`config.mk`:
```
export PLATFORM = sky130hd
export DESIGN_NAME = sobel_kernel
export DESIGN_NICKNAME = d
export VERILOG_FILES = /design/src/rtl/sobel_pkg.sv /design/src/rtl/sobel_abs_sum.sv /design/src/rtl/sobel_kernel.sv
export SDC_FILE = /design/constraint.sdc
export NUM_CORES = 1
export LEC_CHECK = 0
export CORE_ASPECT_RATIO = 1.25
export CORE_MARGIN = 2
export CORE_UTILIZATION = 55
export DETAILED_ROUTE_END_ITERATION = 10
export PLACE_DENSITY = 0.79
export RECOVER_POWER = 100
export SLEW_MARGIN = 40
export SYNTH_ARGS = -nofsm -noshare
export SYNTH_HDL_FRONTEND = slang
export SYNTH_SLANG_ARGS = --single-unit
```
`constraint.sdc`:
```
create_clock -name clk -period 2.85 [get_ports clk]
set_input_delay 0.855 -clock clk [delete_from_list [all_inputs] [get_ports clk]]
set_output_delay 0.855 -clock clk [all_outputs]
set_load 0.05 [all_outputs]
```
`src/rtl/sobel_pkg.sv`:
```
// -----------------------------------------------------------------------------
// sobel_pkg
// Shared constants and helpers for the Sobel gradient stage.
//   P0..P8   : byte index of each pixel inside the flattened 3x3 window
//              (P0..P2 top row, P3..P5 middle row, P6..P8 bottom row).
//   GRAD_W   : signed gradient width (two's complement, range +/-1020).
//   ABS_W    : unsigned gradient magnitude width (max 1020).
//   MAG_W    : |Gx| + |Gy| width (max 2040).
//   PIX_MAX  : saturation value of an 8-bit output pixel.
// -----------------------------------------------------------------------------
package sobel_pkg;

    localparam int P0 = 0;
    localparam int P1 = 1;
    localparam int P2 = 2;
    localparam int P3 = 3;
    localparam int P4 = 4;
    localparam int P5 = 5;
    localparam int P6 = 6;
    localparam int P7 = 7;
    localparam int P8 = 8;

    localparam int GRAD_W  = 11;
    localparam int ABS_W   = 10;
    localparam int MAG_W   = 11;
    localparam int PIX_MAX = 255;

    // Absolute value of a two's-complement gradient. Only the low ABS_W bits
    // are needed: |g| <= 1020 fits, and negating the low bits modulo 2^ABS_W
    // gives the same result as negating the full word.
    function automatic logic [ABS_W-1:0] abs_grad(input logic [GRAD_W-1:0] g);
        logic [ABS_W-1:0] res;
        if (g[GRAD_W-1]) begin
            res = {ABS_W{1'b0}} - g[ABS_W-1:0];
        end else begin
            res = g[ABS_W-1:0];
        end
        return res;
    endfunction

endpackage

```
`src/rtl/sobel_abs_sum.sv`:
```
// -----------------------------------------------------------------------------
// sobel_abs_sum
// Stages 2 and 3 of the Sobel pipeline: absolute value of both gradients,
// magnitude sum, saturation to one pixel, and threshold compare.
// Optional feature macro: SOBEL_BINARY_OUT_EN -- when defined the output pixel
// is PIX_MAX on a threshold hit and 0 otherwise instead of the magnitude.
// Ports:
//   clk_i, rst_n_i  : clock, asynchronous active-low reset
//   s1_valid_i      : stage-1 data (gx_i/gy_i) is valid -> load stage 2
//   s2_valid_i      : stage-2 data is valid             -> load stage 3
//   gx_i, gy_i      : signed gradients from stage 1
//   threshold_i     : edge threshold, sampled when stage 3 loads
//   edge_o          : registered output pixel
//   hit_o           : registered "magnitude >= threshold" flag
// -----------------------------------------------------------------------------
module sobel_abs_sum
    import sobel_pkg::*;
#(
    parameter int PIXEL_WIDTH = 8
) (
    input  logic                   clk_i,
    input  logic                   rst_n_i,
    input  logic                   s1_valid_i,
    input  logic                   s2_valid_i,
    input  logic [GRAD_W-1:0]      gx_i,
    input  logic [GRAD_W-1:0]      gy_i,
    input  logic [PIXEL_WIDTH-1:0] threshold_i,
    output logic [PIXEL_WIDTH-1:0] edge_o,
    output logic                   hit_o
);

    logic [ABS_W-1:0]       abs_x_q;
    logic [ABS_W-1:0]       abs_y_q;
    logic [MAG_W-1:0]       mag_s;
    logic                   hit_d;
    logic [PIXEL_WIDTH-1:0] edge_d;
    logic [PIXEL_WIDTH-1:0] edge_q;
    logic                   hit_q;

    // Stage 2: absolute gradients, loaded only with valid stage-1 data
    always_ff @(posedge clk_i or negedge rst_n_i) begin
        if (!rst_n_i) begin
            abs_x_q <= {ABS_W{1'b0}};
            abs_y_q <= {ABS_W{1'b0}};
        end else if (s1_valid_i) begin
            abs_x_q <= abs_grad(gx_i);
            abs_y_q <= abs_grad(gy_i);
        end
    end

    // Stage-3 next values: full-width compare happens before saturation
    always_comb begin
        mag_s  = MAG_W'(abs_x_q) + MAG_W'(abs_y_q);
        hit_d  = (mag_s >= MAG_W'(threshold_i));
        edge_d = {PIXEL_WIDTH{1'b0}};
`ifdef SOBEL_BINARY_OUT_EN
        if (hit_d) begin
            edge_d = PIXEL_WIDTH'(PIX_MAX);
        end else begin
            edge_d = {PIXEL_WIDTH{1'b0}};
        end
`else
        if (mag_s > MAG_W'(PIX_MAX)) begin
            edge_d = PIXEL_WIDTH'(PIX_MAX);
        end else begin
            edge_d = mag_s[PIXEL_WIDTH-1:0];
        end
`endif
    end

    // Stage 3: output pixel and hit flag, held while no valid data arrives
    always_ff @(posedge clk_i or negedge rst_n_i) begin
        if (!rst_n_i) begin
            edge_q <= {PIXEL_WIDTH{1'b0}};
            hit_q  <= 1'b0;
        end else if (s2_valid_i) begin
            edge_q <= edge_d;
            hit_q  <= hit_d;
        end
    end

    assign edge_o = edge_q;
    assign hit_o  = hit_q;

endmodule

```
`src/rtl/sobel_kernel.sv`:
```
// -----------------------------------------------------------------------------
// sobel_kernel
// Streaming Sobel gradient stage fed by a 3x3 line buffer. Three-stage
// pipeline (gradients, abs, magnitude/saturate) plus a per-frame count of
// pixels whose magnitude reaches a runtime threshold. No backpressure.
// Optional feature macro: SOBEL_BINARY_OUT_EN (binary 0/255 edge output,
// implemented in sobel_abs_sum; latency and counting unchanged).
// Ports:
//   clk, rst_n        : clock, asynchronous active-low reset
//   window_valid      : qualifies window_out
//   window_out        : 3x3 window, byte k = pixel pk (p8 newest, MSBs)
//   threshold         : edge threshold, sampled when stage 3 loads
//   frame_start       : one-cycle pulse at the start of each frame
//   edge_valid        : qualifies edge_out (window_valid delayed by 3)
//   edge_out          : saturated magnitude (or binary value)
//   edge_count        : hit count of the previous frame
//   edge_count_valid  : one-cycle pulse when edge_count updates
// -----------------------------------------------------------------------------
module sobel_kernel
    import sobel_pkg::*;
#(
    parameter int PIXEL_WIDTH = 8,
    parameter int CNT_WIDTH   = 19
) (
    input  logic                     clk,
    input  logic                     rst_n,
    input  logic                     window_valid,
    input  logic [9*PIXEL_WIDTH-1:0] window_out,
    input  logic [PIXEL_WIDTH-1:0]   threshold,
    input  logic                     frame_start,
    output logic                     edge_valid,
    output logic [PIXEL_WIDTH-1:0]   edge_out,
    output logic [CNT_WIDTH-1:0]     edge_count,
    output logic                     edge_count_valid
);

    localparam logic [CNT_WIDTH-1:0] CNT_MAX  = {CNT_WIDTH{1'b1}};
    localparam logic [CNT_WIDTH-1:0] CNT_ZERO = {CNT_WIDTH{1'b0}};
    localparam logic [CNT_WIDTH-1:0] CNT_ONE  = {{(CNT_WIDTH-1){1'b0}}, 1'b1};

    // Zero-extended pixels; the x2 taps are pre-shifted by concatenation.
    logic [GRAD_W-1:0] p0_s, p2_s, p6_s, p8_s;
    logic [GRAD_W-1:0] p1x2_s, p3x2_s, p5x2_s, p7x2_s;
    logic              center_unused_s;

    assign p0_s   = GRAD_W'(window_out[P0*PIXEL_WIDTH +: PIXEL_WIDTH]);
    assign p2_s   = GRAD_W'(window_out[P2*PIXEL_WIDTH +: PIXEL_WIDTH]);
    assign p6_s   = GRAD_W'(window_out[P6*PIXEL_WIDTH +: PIXEL_WIDTH]);
    assign p8_s   = GRAD_W'(window_out[P8*PIXEL_WIDTH +: PIXEL_WIDTH]);
    assign p1x2_s = GRAD_W'({window_out[P1*PIXEL_WIDTH +: PIXEL_WIDTH], 1'b0});
    assign p3x2_s = GRAD_W'({window_out[P3*PIXEL_WIDTH +: PIXEL_WIDTH], 1'b0});
    assign p5x2_s = GRAD_W'({window_out[P5*PIXEL_WIDTH +: PIXEL_WIDTH], 1'b0});
    assign p7x2_s = GRAD_W'({window_out[P7*PIXEL_WIDTH +: PIXEL_WIDTH], 1'b0});
    // The centre pixel has zero weight in both Sobel kernels.
    assign center_unused_s = ^window_out[P4*PIXEL_WIDTH +: PIXEL_WIDTH];

    logic [GRAD_W-1:0] gx_d, gy_d, gx_q, gy_q;
    logic [2:0]        valid_q;
    logic              hit_s;
    logic              hit_exit_s;
    logic [CNT_WIDTH-1:0] acc_d, acc_q;
    logic [CNT_WIDTH-1:0] edge_count_d, edge_count_q;
    logic                 count_valid_d, count_valid_q;

    // Two's-complement gradients; the +/-1020 range fits GRAD_W without overflow
    always_comb begin
        gx_d = (p2_s + p5x2_s + p8_s) - (p0_s + p3x2_s + p6_s);
        gy_d = (p6_s + p7x2_s + p8_s) - (p0_s + p1x2_s + p2_s);
    end

    // Stage 1: gradient registers, loaded only on a valid window
    always_ff @(posedge clk or negedge rst_n) begin
        if (!rst_n) begin
            gx_q <= {GRAD_W{1'b0}};
            gy_q <= {GRAD_W{1'b0}};
        end else if (window_valid) begin
            gx_q <= gx_d;
            gy_q <= gy_d;
        end
    end

    // Valid shift register running in lockstep with the three data stages
    always_ff @(posedge clk or negedge rst_n) begin
        if (!rst_n) begin
            valid_q <= 3'b000;
        end else begin
            valid_q <= {valid_q[1:0], window_valid};
        end
    end

    sobel_abs_sum #(
        .PIXEL_WIDTH (PIXEL_WIDTH)
    ) u_abs_sum (
        .clk_i       (clk),
        .rst_n_i     (rst_n),
        .s1_valid_i  (valid_q[0]),
        .s2_valid_i  (valid_q[1]),
        .gx_i        (gx_q),
        .gy_i        (gy_q),
        .threshold_i (threshold),
        .edge_o      (edge_out),
        .hit_o       (hit_s)
    );

    // A hit "exits" stage 3 while its result is on the outputs.
    assign hit_exit_s = valid_q[2] & hit_s;

    // Frame counter next state; a hit coinciding with frame_start opens the new frame
    always_comb begin
        acc_d         = acc_q;
        edge_count_d  = edge_count_q;
        count_valid_d = 1'b0;
        if (frame_start) begin
            edge_count_d  = acc_q;
            count_valid_d = 1'b1;
            if (hit_exit_s) begin
                acc_d = CNT_ONE;
            end else begin
                acc_d = CNT_ZERO;
            end
        end else if (hit_exit_s && (acc_q != CNT_MAX)) begin
            acc_d = acc_q + CNT_ONE;
        end else begin
            acc_d = acc_q;
        end
    end

    // Counter and published-count registers
    always_ff @(posedge clk or negedge rst_n) begin
        if (!rst_n) begin
            acc_q         <= CNT_ZERO;
            edge_count_q  <= CNT_ZERO;
            count_valid_q <= 1'b0;
        end else begin
            acc_q         <= acc_d;
            edge_count_q  <= edge_count_d;
            count_valid_q <= count_valid_d;
        end
    end

    assign edge_valid       = valid_q[2];
    assign edge_count       = edge_count_q;
    assign edge_count_valid = count_valid_q;

endmodule

```
Word-level counts from Yosys, hierarchy flattened:

Cells that the tools add are included.

* eq/ne operators: 1
* multiplexer cells: 7
* add/subtract/negate cells: 14
* $lt $le $gt $ge: 2
* bitwise logic cells: 1
* reduce and logical (&&, ||, !) cells: 2

Operators with widths (count)
* 10-bit by 8-bit adder with 11-bit output: 4
* 8-bit by 9-bit adder with 10-bit output: 4
* 19-bit two-way mux: 2
* 11-bit subtractor: 2
* 10-bit two-way mux: 2
* 1-bit by 10-bit subtractor with 10-bit output (first input constant): 2
* 19-bit by 1-bit adder with 19-bit output (second input constant): 1
* 19-bit inequality test (second input constant): 1
* 10-bit by 10-bit adder with 11-bit output: 1
* 11-bit by 8-bit >= comparator with 1-bit output: 1
* 11-bit by 8-bit > comparator with 1-bit output (second input constant): 1
* 8-bit two-way mux: 1
* 1-bit two-way mux: 2
* 2-bit nonzero test: 1
* 1-bit bitwise AND: 1
* 1-bit logical AND: 1

* register bits after elaboration: 93
* logic and storage cells: 37
* input port bits: 84
* output and inout bits: 29

Depth between registers and ports, before layout:

Gate-level depths: netlist (run 1).

* depth after elaboration: 4
* gate-level depth with buffers: 15

Modules after synthesis:

A second synthesis (run 1) with hierarchy kept.

* cell total of the unflattened synthesis: 732
* area, all modules: 7272.0 um^2

By module, submodules not included
* sobel_kernel: cells each 510, area an instance 5226.3 um^2, times used 1
* sobel_abs_sum: cells each 222, area an instance 2045.7 um^2, times used 1

Least setup slack after synthesis (run 1):

OpenSTA, ideal clock, no wires.

* kind: input port to flip-flop
* start: input window_out[2]
* end: register gy_q[6]
* cell stages on the path: 12
* arrival time: 3.838 ns
* setup time: 0.125 ns
* required time: 2.725 ns
* path slack: -1.113 ns
* cell sequence: inv_1 fa_1 fa_1 inv_1 fa_1 inv_1 ha_1 a21o_1 a21oi_1 o211ai_1 xor2_1 mux2_2

* cells in the longest elaborated chain, start to end: 3

Ends and longest elaborated chain
* from (decl): line sobel_kernel.sv:28 `input logic [9*PIXEL_WIDTH-1:0] window_out,`
* 8-bit by 9-bit adder with 10-bit output: line sobel_kernel.sv:68 `gy_d = (p6_s + p7x2_s + p8_s) - (p0_s + p1x2_s + p2_s);`
* 10-bit by 8-bit adder with 11-bit output: line sobel_kernel.sv:68
* 11-bit subtractor: line sobel_kernel.sv:68
* to (signal assigned): line sobel_kernel.sv:75 `gy_q <= {GRAD_W{1'b0}};`
* to (signal assigned): line sobel_kernel.sv:78 `gy_q <= gy_d;`
* to (decl): line sobel_kernel.sv:57 `logic [GRAD_W-1:0] gx_d, gy_d, gx_q, gy_q;`

No other way between the ends.
A chain may end at the register's enable or synchronous reset.

Final worst setup path (run 1):

* start: input window_out[50]
* end: register gx_q[6]

* cells in the longest elaborated chain, start to end: 2

Ends and longest elaborated chain
* 10-bit by 8-bit adder with 11-bit output: line sobel_kernel.sv:67 `gx_d = (p2_s + p5x2_s + p8_s) - (p0_s + p3x2_s + p6_s);`
* 11-bit subtractor: line sobel_kernel.sv:67
* to (signal assigned): line sobel_kernel.sv:74 `gx_q <= {GRAD_W{1'b0}};`
* to (signal assigned): line sobel_kernel.sv:77 `gx_q <= gx_d;`
* to (decl): line sobel_kernel.sv:57

No other way between the ends.

==> flow_summary.json, run 1 <==
{
  "initial_core_util_pct": 56.5,
  "syn-num-nets": 921,
  "power.clock.fraction_pct": 13.5,
  "fin_crit_sh_pct": 128,
  "cts_tree": "done",
  "syn2layout_area_growth_pct": 30.7,
  "tightest_slew_ns": 1.38,
  "hold_violations": 0,
  "drt_iter0_drc": 267,
  "fin_nets": 1069,
  "synthCells": 729,
  "synth_flop_cell": "dfrtp_1",
  "cts_root_buf": "clkbuf_16",
  "syn_avg_cell_area_sq_um": 9.87,
  "grt_remaining_overflow": 0,
  "io_pins": 113,
  "final_cell_mix": "112 x inv_1, 93 x dfrtp_1, 58 x fa_1, 50 x nor2_1, 44 x inv_2",
  "period_minus_slack_ns": 3.66,
  "synth-seq-area-share_pct": 32.4,
  "finalSetupViolations": 18,
  "via_per_inst": 5.38,
  "p_sw_share_pct": 41.7,
  "ys_types": 57,
  "die_height_um": 132,
  "fmax_mhz": 273,
  "synthesis.area_sq_um": 7190,
  "maxCapViolCount": 0,
  "clk_pin_slew_ns": 0.06,
  "async_reset_ff_share_pct": 100,
  "fin_util_pct": 73.9,
  "dp_hpwl_um": 12000,
  "status": "finished with violations",
  "max-slew-margin-rel_pct": 7.71,
  "layout_commonest_cell": "inv_1",
  "violations": "setup timing",
  "critPathKind": "input port to register",
  "regArea_sq_um": 2330,
  "grt_pass1_wl_um": 26600,
  "rows": 46,
  "crit_required_ns": 3.08,
  "dr.pass1.iters": 4,
  "core_sq_um": 12700,
  "p_per_area_nw_per_um2": 949,
  "clk_path_buf_depth": 2,
  "p_seq_share_pct": 23.1,
  "multi_input_area_sq_um": 4550,
  "fillers": 882,
  "cp_max_fo": 3,
  "skew_ns": 0.00780,
  "start_kind": "input port",
  "portBuffers": 104,
  "vias": 5653,
  "wl_um": 15700,
  "grt_max_degree": 47,
  "gp_congestion": 0.861,
  "rsz0062_at_grt": "yes",
  "fp.dieW_um": 106,
  "slew_violations": 0,
  "cp-end-kind": "register",
  "clock_latency_ns": 0.34,
  "p_int_mw": 5.20,
  "irDropWorstVdd_mv": 0.511,
  "power.switching_mw": 3.72,
  "synth_edf_count": 0,
  "worst_slack_ns": -0.811,
  "hold_path.class": "register to register",
  "synth_warnings": 0,
  "ant_nets": 0,
  "route.detailed.drc": 0,
  "cts_made_buffers": 9,
  "wl_per_cell_um": 15.0,
  "fin_hold_ws_ns": 0.505,
  "grt_pass1_vias": 5942,
  "track_usage_pct": 23.4,
  "combPwrFrac_pct": 63.4,
  "clock_sinks": 93,
  "drive_above_1_share_pct": 24.3,
  "arrival_ns": 3.89,
  "htree_levels": 3,
  "die-area_sq_um": 14000,
  "ys_seq_elements": 93,
  "antenna_found_initial": 1,
  "power_leakage_nw": 4.54
}
-- flip-flops by register name, summed over array words and instances (netlist names) --
| name | cells |
|---|---|
| acc_q | 19 |
| edge_count | 19 |
| gx_q | 11 |
| gy_q | 11 |
| u_abs_sum.abs_x_q | 10 |
| u_abs_sum.abs_y_q | 10 |
| u_abs_sum.edge_o | 8 |
| valid_q | 3 |
| edge_count_valid | 1 |
| u_abs_sum.hit_o | 1 |
-- logic make-up (layout without fill, tap and decap cells) --
group           count (synthesis)  count (layout)  synth area share (%)
flops                          93              93                  32.4
xor+xnor                       34              34                  4.14
fa+ha+maj                     108             108                  25.4
mux                            38              38                  5.90
simple gates                  157             157                  11.4
compound gates                119             119                  11.4
other cells                     0               1                     0
buf+inv                       180             333                  9.46
-- critical path, stage by stage --
cell and delay [ns]:
buf_8 0.10, buf_6 0.12, inv_8 0.04, fa_1 0.43
fa_1 0.51, inv_2 0.04, fa_1 0.54, inv_1 0.06
ha_1 0.27, a21o_1 0.19, a21oi_2 0.19, o211ai_1 0.13
xor2_1 0.16, mux2_4 0.26
-- power by group through the flow --
| stage | Clock, mW | Combinational [mW] | Sequential, mW |
|---|---|---|---|
| finish | 1.20 | 5.66 | 2.06 |
| global route | 1.28 | 6.27 | 2.11 |
| CTS | 1.22 | 5.38 | 2.06 |
| detailed placement | 0 | 4.84 | 2.08 |
| global placement | 0 | 4.60 | 2.05 |
| floorplan | 0 | 3.25 | 2.17 |
-- Yosys cell counts, types with 5 or more instances --
master	instances	area, sq um
xor2_1	17	149
nor3_1	5	25.0
nand3_1	5	25.0
nand2_1	32	120
nor2b_1	18	113
inv_1	159	597
mux2_2	34	383
a211oi_1	5	37.5
or4_1	5	37.5
nand4_1	7	43.8
ha_1	45	563
fa_1	63	1260
a21oi_1	32	160
nor2_1	50	188
dfrtp_1	93	2330
o21ai_0	17	85.1
a31oi_1	10	62.6
xnor2_1	17	149
clkbuf_1	16	60.1
or3_1	7	43.8
o211ai_1	13	97.6
and3_1	5	31.3
o31ai_1	9	67.6
o21a_1	5	37.5
-- routing by layer --
metal / GRT usage (%) / wire [um]
met5: 0 / 0
met4: 8.55 / 405
met3: 3.46 / 586
met2: 44.5 / 8650
met1: 26.0 / 6080
-- final timing paths --
kind,slack (ns),start,endpoint,cells after the start
worst max-delay path,-0.81,window_out[50],gx_q[6],14
worst min-delay path,0.51,edge_count[15],edge_count[15],1
worst max register to register,0.16,u_abs_sum.abs_y_q[0],u_abs_sum.hit_o,13
worst min register to register,0.51,edge_count[15],edge_count[15],1
max in group asynchronous,0.72,rst_n,u_abs_sum.abs_x_q[0],2
min in group asynchronous,0.72,rst_n,u_abs_sum.edge_o[7],1
-- metrics by stage --
stage	power [mW]	TNS, ns	setup WS [ns]	instances	instance area [sq um]
floorplan	5.42	-11.38	-0.864	729	7290
global placement	6.65	-26.52	-1.56	1021	8790
finish	8.92	-12.13	-0.811	1051	9400
global route	9.66	-13.83	-0.921	1050	9400
CTS	8.66	-11.81	-0.851	1046	9340
detailed placement	6.92	-28.34	-1.67	1021	8790
-- final cells by class --
cell class,count,area share [%]
repair buffers,158,14.9
well taps,168,2.24
clock buffers,10,2.44
multi-input cells,456,48.4
flip-flops and latches,93,24.8
diodes,1,0.0266
inverters,159,6.54
clock inverters,6,0.759
-- repair_timing --
| action | 4_1_cts | 5_1_grt |
|---|---|---|
| pin swaps | 104 | 49 |
| endpoints found under the setup margin | 20 | 19 |
| endpoints found under the hold margin | 0 | 0 |
| gates cloned | 0 | 0 |
| buffers inserted | 11 | 6 |
| hold buffers | 0 | 0 |
| resized for setup | 168 | 32 |
(Power assumes the default switching activity.)
==> run 2, diff against run 1 <==
--- a/config.mk
+++ b/config.mk
@@ -5,6 +5,7 @@
 export SDC_FILE = /design/constraint.sdc
 export NUM_CORES = 1
 export LEC_CHECK = 0
+export ABC_CLOCK_PERIOD_IN_PS = 2850
 export CORE_ASPECT_RATIO = 1.25
 export CORE_MARGIN = 2
 export CORE_UTILIZATION = 55
==> results of run 2 <==
Final layout, timing and power as in run 1 (identical DEF).
==> run 3, diff against run 2 <==
--- a/config.mk
+++ b/config.mk
@@ -5,10 +5,11 @@
 export SDC_FILE = /design/constraint.sdc
 export NUM_CORES = 1
 export LEC_CHECK = 0
-export ABC_CLOCK_PERIOD_IN_PS = 2850
+export ABC_CLOCK_PERIOD_IN_PS = 4700
 export CORE_ASPECT_RATIO = 1.25
 export CORE_MARGIN = 2
 export CORE_UTILIZATION = 55
+export CTS_BUF_LIST = sky130_fd_sc_hd__clkbuf_16
 export DETAILED_ROUTE_END_ITERATION = 10
 export PLACE_DENSITY = 0.79
 export RECOVER_POWER = 100
==> constraint.sdc (replaced) <==
create_clock -name clk -period 4.7 [get_ports clk]
set_input_delay 1.41 -clock clk [delete_from_list [all_inputs] [get_ports clk]]
set_output_delay 1.41 -clock clk [all_outputs]
set_load 0.05 [all_outputs]
==> flow_summary.json, run 3 (synthesis results as in run 1) <==
{
  "status": "finished with violations",
  "violations": "capacitance limit, slew limit",
  "multi_input_area_sq_um": 4210,
  "finalSetupViolations": 0,
  "gp_congestion": 0.882,
  "grt_remaining_overflow": 0,
  "ant_nets": 0,
  "arrival_ns": 4.82,
  "grt_max_degree": 79,
  "core_sq_um": 12700,
  "route.detailed.drc": 0,
  "die-area_sq_um": 14000,
  "fin_crit_sh_pct": 97.4,
  "rows": 46,
  "initial_core_util_pct": 56.5,
  "p_per_area_nw_per_um2": 547,
  "crit_required_ns": 4.94,
  "max-slew-margin-rel_pct": -31.5,
  "dp_hpwl_um": 11300,
  "final_cells": 1027,
  "io_pins": 113,
  "grt_pass1_wl_um": 24900,
  "skew_ns": 0.00986,
  "htree_levels": 3,
  "portBuffers": 104,
  "clock_latency_ns": 0.34,
  "n_antenna_cell": 0,
  "maxCapViolCount": 2,
  "placed_cells": 1008,
  "irDropWorstVdd_mv": 0.342,
  "cp-end-kind": "register",
  "power_leakage_nw": 4.37,
  "fin_util_pct": 70.5,
  "cts_root_buf": "clkbuf_16",
  "drive_above_1_share_pct": 11.2,
  "die_height_um": 132,
  "max_stage_delay_ns": 0.53,
  "clock_sinks": 93,
  "cts_tree": "done",
  "period_minus_slack_ns": 4.58,
  "antenna_found_initial": 0,
  "track_usage_pct": 21.5,
  "clk_path_buf_depth": 2,
  "wl_um": 14400,
  "critPathKind": "input port to register",
  "slew_violations": 126,
  "fmax_mhz": 218,
  "wl_per_cell_um": 14.0,
  "final_cell_mix": "159 x inv_1, 93 x dfrtp_1, 68 x clkdlybuf4s50_1, 61 x fa_1, 50 x nor2_1",
  "hold_path.class": "register to register",
  "hold_violations": 0,
  "drt_iter0_drc": 261,
  "via_per_inst": 5.30,
  "cp_cell_sequence": "clkdlybuf4s50_1 > inv_1 > fa_1 > fa_1 > inv_1 > fa_1 > inv_1 > ha_1 > a21o_1 > a21oi_2 > buf_4 > o211ai_1 > a21oi_1 > o31ai_1",
  "total_power_mw": 4.90,
  "regArea_sq_um": 2330,
  "finalInstanceArea_sq_um": 8960,
  "fp.dieW_um": 106,
  "dr.pass1.iters": 5,
  "layout_commonest_cell": "inv_1",
  "tightest_slew_ns": 1.97,
  "start_kind": "input port",
  "critPathSlowestCell": "fa_1",
  "grt_pass1_vias": 5707,
  "cts_hold_buf": 0,
  "vias": 5447,
  "fin_hold_ws_ns": 0.500,
  "cts_made_buffers": 9,
  "clk_pin_slew_ns": 0.06,
  "placed_cell_area_sq_um": 8570,
  "fin_nets": 1046,
  "syn2layout_area_growth_pct": 24.6,
  "fillers": 927,
  "cp_max_fo": 3
}
==> run 3: path summary, 6_finish.rpt <==
| path | start | to | slack [ns] | cells after the start |
|---|---|---|---|---|
| max | window_out[9] | gy_q[8] | 0.12 | 14 |
| max in group asynchronous | rst_n | edge_count[13] | 1.52 | 2 |
| min reg2reg | edge_count[8] | edge_count[8] | 0.50 | 1 |
| min in group asynchronous | rst_n | u_abs_sum.edge_o[4] | 1.57 | 1 |
| max reg2reg | u_abs_sum.abs_x_q[0] | u_abs_sum.hit_o | 1.96 | 11 |
| min | edge_count[8] | edge_count[8] | 0.50 | 1 |
==> run 3: area by class of cell <==
| cell class | instances | share of cell area, % |
|---|---|---|
| flip-flops and latches | 93 | 26.0 |
| repair buffers | 135 | 14.2 |
| well taps | 168 | 2.35 |
| inverters | 159 | 6.66 |
| clock buffers | 9 | 2.51 |
| multi-input cells | 456 | 47.0 |
| clock inverters | 7 | 1.35 |
==> run 3: repair_timing <==
item | CTS | global route
gates resized for setup | 6 | 11
pin swaps | 6 | 22
endpoints found under the setup margin | 11 | 9
cloned | 0 | 0
buffers inserted | 2 | 1
==> run 3: routing by layer <==
layer / wire length, um / global-route usage [%] / vias to the layer above
li1: - / - / 2639
met1: 5630 / 25.2 / 2635
met2: 7830 / 39.2 / 145
met3: 555 / 2.62 / 28
met4: 402 / 8.92 / 0
met5: 0 / 0 / -
==> run 3: stage by stage <==
stage	setup TNS, ns	setup slack (ns)
detailed placement	-6.16	-0.644
finish	0	0.120
CTS	0	0.000516
global route	-0.115	-0.0826
global placement	-5.18	-0.557
floorplan	0	0.182
==> run 3: report_power, final <==
part	total (mW)	switching (mW)	leakage (nW)	internal, mW
sequential	1.25	0.218	1.14	1.03
clock	0.825	0.303	0.170	0.522
combinational	2.83	1.51	3.05	1.31
==> run 3: worst max-delay path: cells and delay by family <==
kind	cells	cell delay (ns)
fa+ha+maj	4	1.83
buf+inv	5	0.76
compound gates	5	0.83
